--- src/rtl/mem_access_unit.sv ---
// Memory-access stage between EX and WB: handshaked data-memory port with lane steering,
// load extension and misalignment flagging. Define MEM_TIMEOUT_EN to abort stalled accesses.
module mem_access_unit #(
  parameter int XLEN        = 32,
  parameter int TAG_W       = 5,
  parameter int TIMEOUT_CYC = 255
) (
  input  logic               clk,
  input  logic               rst,
  input  logic               in_valid,
  output logic               in_ready,
  input  logic [6:0]         opcode,
  input  logic [XLEN-1:0]    result,
  input  logic [XLEN-1:0]    data_store,
  input  logic [1:0]         whb,
  input  logic               su,
  input  logic [TAG_W-1:0]   tag,
  input  logic [XLEN-1:0]    pc_4,
  output logic               cs_d_n,
  output logic               rd,
  output logic               wr,
  output logic [XLEN-1:0]    d_addr,
  output logic [XLEN/8-1:0]  d_be,
  output logic [XLEN-1:0]    d_wdata,
  input  logic [XLEN-1:0]    d_rdata,
  input  logic               d_ack,
  output logic               out_valid,
  output logic [6:0]         out_opcode,
  output logic [XLEN-1:0]    out_result,
  output logic [TAG_W-1:0]   out_tag,
  output logic [XLEN-1:0]    out_pc_4,
  output logic [XLEN-1:0]    out_ldata,
  output logic               out_misalign,
  output logic               out_fault
);

  localparam int NB    = XLEN / 8;
  localparam int OFF_W = $clog2(NB);
  localparam logic [6:0] OP_LOAD  = 7'b0000011;
  localparam logic [6:0] OP_STORE = 7'b0100011;

  if (!(XLEN == 32 || XLEN == 64)) begin : g_bad_xlen
    $error("mem_access_unit: XLEN must be 32 or 64");
  end
  if (TIMEOUT_CYC < 1) begin : g_bad_timeout
    $error("mem_access_unit: TIMEOUT_CYC must be >= 1");
  end

  typedef enum logic [1:0] {IDLE, ACCESS, RESP} state_e;

  typedef struct packed {
    logic [6:0]       opcode;
    logic [XLEN-1:0]  result;
    logic [1:0]       whb;
    logic             su;
    logic [TAG_W-1:0] tag;
    logic [XLEN-1:0]  pc_4;
  } op_t;

  typedef struct packed {
    logic [6:0]       opcode;
    logic [XLEN-1:0]  result;
    logic [TAG_W-1:0] tag;
    logic [XLEN-1:0]  pc_4;
    logic [XLEN-1:0]  ldata;
    logic             misalign;
  } res_t;

  function automatic logic [NB-1:0] size_mask(input logic [1:0] sz);
    logic [NB-1:0] m;
    for (int i = 0; i < NB; i++) m[i] = (i < (1 << sz));
    return m;
  endfunction

  function automatic logic [XLEN-1:0] extend_load(input logic [XLEN-1:0] lane,
                                                  input logic [1:0] sz, input logic zext);
    logic [XLEN-1:0] r;
    logic            msb;
    int              nbits;
    nbits = 8 << sz;
    if (nbits > XLEN) nbits = XLEN;
    case (sz)
      2'b00:   msb = lane[7];
      2'b01:   msb = lane[15];
      2'b10:   msb = lane[31];
      default: msb = lane[XLEN-1];
    endcase
    for (int i = 0; i < XLEN; i++) r[i] = (i < nbits) ? lane[i] : (msb & ~zext);
    return r;
  endfunction

  state_e          state_q, state_d;
  op_t             op_q, op_d;
  res_t            res_q, res_d;
  logic [XLEN-1:0] addr_q, addr_d, wdata_q, wdata_d;
  logic [NB-1:0]   be_q, be_d;
  logic            in_mem, in_mis, accept, resp_entry, timeout;
  logic [OFF_W-1:0] in_off, op_off;

  assign in_ready   = (state_q == IDLE) && !rst;
  assign accept     = in_valid && in_ready;
  assign in_mem     = (opcode == OP_LOAD) || (opcode == OP_STORE);
  assign in_off     = result[OFF_W-1:0];
  assign op_off     = op_q.result[OFF_W-1:0];
  assign resp_entry = (state_d == RESP) && (state_q != RESP);

  always_comb begin
    case (whb)
      2'b00:   in_mis = 1'b0;
      2'b01:   in_mis = result[0];
      2'b10:   in_mis = |result[1:0];
      default: in_mis = (XLEN == 32) ? 1'b1 : |result[2:0];
    endcase
  end

  // NOTE: every variable gets its hold value first so no path leaves it unassigned (no latches).
  always_comb begin
    state_d = state_q;
    op_d    = op_q;
    res_d   = res_q;
    addr_d  = addr_q;
    be_d    = be_q;
    wdata_d = wdata_q;
    case (state_q)
      IDLE: begin
        if (accept) begin
          op_d = '{opcode: opcode, result: result, whb: whb, su: su, tag: tag, pc_4: pc_4};
          if (in_mem && !in_mis) begin
            state_d = ACCESS;
            addr_d  = {result[XLEN-1:OFF_W], {OFF_W{1'b0}}};
            be_d    = size_mask(whb) << in_off;
            wdata_d = data_store << (8 * in_off);
          end else begin
            state_d = RESP;
            res_d   = '{opcode: opcode, result: result, tag: tag, pc_4: pc_4,
                        ldata: '0, misalign: in_mem};
          end
        end
      end
      ACCESS: begin
        if (d_ack || timeout) begin
          state_d        = RESP;
          addr_d         = '0;
          be_d           = '0;
          wdata_d        = '0;
          res_d.opcode   = op_q.opcode;
          res_d.result   = op_q.result;
          res_d.tag      = op_q.tag;
          res_d.pc_4     = op_q.pc_4;
          res_d.misalign = 1'b0;
          // An ack in the timeout cycle still delivers its data.
          res_d.ldata    = (d_ack && op_q.opcode == OP_LOAD)
                         ? extend_load(d_rdata >> (8 * op_off), op_q.whb, op_q.su) : '0;
        end
      end
      RESP:    state_d = IDLE;
      default: state_d = IDLE;
    endcase
  end

  // NOTE: sequential state uses non-blocking assignments so all flops update from pre-edge values.
  always_ff @(posedge clk or posedge rst) begin
    if (rst) begin
      state_q <= IDLE;
      op_q    <= '0;
      res_q   <= '0;
      addr_q  <= '0;
      be_q    <= '0;
      wdata_q <= '0;
    end else begin
      state_q <= state_d;
      op_q    <= op_d;
      res_q   <= res_d;
      addr_q  <= addr_d;
      be_q    <= be_d;
      wdata_q <= wdata_d;
    end
  end

`ifdef MEM_TIMEOUT_EN
  localparam int CNT_W = $clog2(TIMEOUT_CYC + 1);
  logic [CNT_W-1:0] cnt_q, cnt_d;
  logic             out_fault_q;

  always_comb begin
    cnt_d   = cnt_q;
    timeout = 1'b0;
    if (state_q != ACCESS) cnt_d = '0;
    else if (!d_ack) begin
      cnt_d   = cnt_q + CNT_W'(1);
      timeout = (cnt_d == CNT_W'(TIMEOUT_CYC));
    end
  end

  always_ff @(posedge clk or posedge rst) begin
    if (rst) begin
      cnt_q       <= '0;
      out_fault_q <= 1'b0;
    end else begin
      cnt_q <= cnt_d;
      if (resp_entry) out_fault_q <= timeout;
    end
  end
  assign out_fault = out_fault_q;
`else
  assign timeout   = 1'b0;
  assign out_fault = 1'b0;
`endif

  assign cs_d_n       = (state_q != ACCESS);
  assign rd           = (state_q == ACCESS) && (op_q.opcode == OP_LOAD);
  assign wr           = (state_q == ACCESS) && (op_q.opcode == OP_STORE);
  assign d_addr       = addr_q;
  assign d_be         = be_q;
  assign d_wdata      = wdata_q;
  assign out_valid    = (state_q == RESP);
  assign out_opcode   = res_q.opcode;
  assign out_result   = res_q.result;
  assign out_tag      = res_q.tag;
  assign out_pc_4     = res_q.pc_4;
  assign out_ldata    = res_q.ldata;
  assign out_misalign = res_q.misalign;

endmodule

--- config.mk ---
export PLATFORM = sky130hd
export DESIGN_NAME = mem_access_unit
export DESIGN_NICKNAME = d
export VERILOG_FILES = /design/src/rtl/mem_access_unit.sv
export SDC_FILE = /design/constraint.sdc
export NUM_CORES = 1
export LEC_CHECK = 0
export ABC_AREA = 1
export CORE_MARGIN = 8
export CORE_UTILIZATION = 30
export CTS_BUF_LIST = sky130_fd_sc_hd__clkbuf_8
export CTS_CLUSTER_DIAMETER = 30
export DETAILED_ROUTE_END_ITERATION = 16
export MAX_ROUTING_LAYER = met4
export PLACE_DENSITY = 0.54
export SYNTH_ARGS = -nofsm -noshare
export SYNTH_HDL_FRONTEND = slang
export SYNTH_SLANG_ARGS = --single-unit
--- constraint.sdc ---
create_clock -name clk -period 10.7 [get_ports clk]
set_input_delay 2.14 -clock clk [delete_from_list [all_inputs] [get_ports clk]]
set_output_delay 2.14 -clock clk [all_outputs]
set_load 0.01 [all_outputs]
==> results.yml <==
clock_tree:
  cts.hold.buffers_added: 0
  cts-resized-gates: 0
  cts_setup_buffers: 0
  root_buffer: "clkbuf_8"
  clockBufferDepth: 3
  cts.reportedPaths.clkPinSlew_ns: 0.05
  numCtsBuffers: 75
  cts_tree: "built"
  insertion_delay_ns: 0.60
  ctsHtreeMaxLevel: 3
  clkSinkCount: 256
setup_path:
  worstPathRequired_ns: 8.56
  reg2reg_depth: 8
  crit_top_cell: "clkdlybuf4s50_1"
  path_cells: "clkdlybuf4s50_1 -> nor3_2 -> clkdlybuf4s50_1"
  reg2reg_from: "state_q[0]"
  crit_fanout: 2
  arrival_ns: 3.50
  r2r_slack_ns: 7.25
  path_class: "in2out"
  crit_path_start_kind: "input port"
  max_stage_delay_ns: 0.59
  crit_slowest_cell: "clkdlybuf4s50_1"
  rr_endpoint: "d_addr[18]"
  end_kind: "output port"
final_layout:
  register_area_sq_um: 6410
  stdcell_area_sq_um: 17600
  drive_above_1_share_pct: 9.79
  final_cell_mix: "nand2_1, clkdlybuf4s50_1, dfrtp_1"
  final_core_util_pct: 43.2
  final_common_cell: "nand2_1"
  syn2layout_area_growth_pct: 43.1
  fillers: 4110
  multi_input_area_sq_um: 5050
  nNetsFinal: 2027
pwr:
  peakVddDrop_uv: 101
  p_per_area_nw_per_um2: 195
  p_leak_nw: 8.56
  power_mw: 3.42
timing:
  period_minus_slack_ns: 5.64
  drv_slew: 0
  finalCritPeriodShare_pct: 52.7
  setup_violations: 0
  fmax_ghz: 0.177
  rsz0062_at_grt: "false"
  skew_ns: 0.0306
  report.final.hold_viol_count: 0
  max-slew-margin-rel_pct: 21.5
  worst_slew_pin_slew_ns: 1.18
  tns_ns: 0
yosys:
  synthSimpleGateAreaFrac_pct: 30.1
  synth_compound_area_share_pct: 7.83
  postSynthAreaPerCell_sq_um: 7.82
  synthTopCellsByArea: "dfrtp_1, nand2_1, o21ai_0"
  synth.yosys.seq_area_share_pct: 52.2
  synth.distinct_cells: 27
  synth-xor-area-share_pct: 0
  synth-seq-cells: 256
  synth_top_family_by_area: "simple AND/OR/NAND/NOR gates"
  syn_area_sq_um: 12300
  synthCells: 1569
  yosys_warnings: 0
  yosys.area.top_type: "dfrtp_1"
  synthMuxAreaShare_pct: 2.75
  synth_top_area_share_pct: 52.2
  yosys.area_share.adder_pct: 0
detailed_routing:
  drc_errors: 0
  wl_per_cell_um: 17.4
  viasPerCell: 4.70
  wirelength_mm: 43.2
  first_pass_iters: 5
  ant_nets: 0
  drt_iter0_markers: 645
  vias: 11631
grt:
  grt_first_pass_wirelength_mm: 67.8
  antenna_found_initial: 2
  grt_pass1_vias: 11967
  track_usage_pct: 18.4
  grt_overflow: 0
  grt_max_degree: 117
floorplanning:
  start_util_pct: 30.2
  die_x_um: 218
  fp-row-count: 74
  die_area_sq_um: 47600
  die_h_um: 218
  io_pins: 330
  core-area_sq_um: 40600
status:
  run_status: "completed"
placed_design:
  gp_congestion: 0.814
  placed_area_sq_um: 15800
  dp_hpwl_mm: 28.6
  port_buffers: 326
hold_path:
  hold_class: "reg2reg"
  worstHoldPathCells: 2
  hold_start: "out_pc_4[13]"
  holdPathEnd: "out_pc_4[13]"
job:
  maxCapViolations: 0
stage by stage:
stage	hold slack (ns)	worst slack [ns]	cells
after global routing	0.488	5.01	2474
after floorplan	0.453	1.52	1571
after CTS	0.471	5.05	2472
final	0.464	5.06	2475
after global placement	0.457	5.07	2335
after detailed placement	0.458	5.02	2335
layout make-up:
class                      instances  area share, %
clock buffer                      88           6.90
multi-input combinational       1117           28.7
antenna                            3         0.0428
timing repair buffer             338           19.1
tap                              532           3.79
clock inverter                    49           2.91
inverter                          92           2.02
sequential                       256           36.5
synthesized netlist by cell type:
| master | instances |
|---|---|
| a211oi_1 | 1 |
| a21oi_1 | 30 |
| buf_1 | 3 |
| buf_2 | 50 |
| buf_4 | 15 |
| clkbuf_1 | 38 |
| clkinv_1 | 2 |
| conb_1 | 1 |
| dfrtp_1 | 256 |
| inv_1 | 88 |
| inv_2 | 2 |
| mux2_2 | 30 |
| nand2_1 | 654 |
| nand2_2 | 1 |
| nand3_1 | 131 |
| nand3_2 | 1 |
| nand3b_1 | 30 |
| nand4_1 | 2 |
| nor2_1 | 59 |
| nor3_1 | 3 |
| nor3_2 | 1 |
| nor4_1 | 9 |
| o21ai_0 | 146 |
| o21ai_1 | 1 |
| o21ai_2 | 2 |
| o22ai_1 | 8 |
| or2_2 | 5 |
logic make-up (layout without fill, tap and decap cells):
group / after synthesis / in the layout
flops: 256 / 256
simple gates: 896 / 896
buf+inv: 198 / 567
mux: 30 / 30
other cells: 1 / 6
compound gates: 188 / 188
registers in the layout, indices dropped and copies added, names as in the netlist, 4 cells and up:
| signal | flops |
|---|---|
| d_be | 4 |
| d_wdata | 32 |
| out_opcode | 7 |
| out_pc_4 | 32 |
| out_result | 32 |
| d_addr | 30 |
| out_tag | 5 |
| out_ldata | 32 |
| op_q | 77 |
per-layer routing:
layer | track usage (%) | vias to the layer above | part of all wire, %
li1 | - | 5658 | -
met1 | 22.5 | 5545 | 45
met2 | 28.6 | 347 | 46
met3 | 5.00 | 81 | 6.5
met4 | 7.10 | 0 | 2.7
met5 | - | - | 0
report_power, final:
group          internal (mW)  switching, mW  leakage, nW  total (mW)
sequential              1.13          0.107         3.22        1.23
clock                  0.977          0.555        0.882        1.53
combinational          0.330          0.325         4.45       0.655
how the worst max path moves through the flow:
stage / cells after the start / slack (ns) / end / from
2_1_floorplan: 1 / 1.52 / d_addr[10] / rst
3_3_place_gp: 3 / 5.07 / in_ready / rst
3_5_place_dp: 9 / 5.02 / d_addr[27] / rst
4_1_cts: 3 / 5.05 / in_ready / rst
5_1_grt: 3 / 5.01 / in_ready / rst
6_report: 3 / 5.06 / in_ready / rst
critical path: cells and delay by family:
| family | cells | cell delay (ns) |
|---|---|---|
| buf+inv | 2 | 1.11 |
| simple gates | 1 | 0.25 |
Note: power is estimated with default switching activity, not from simulation.
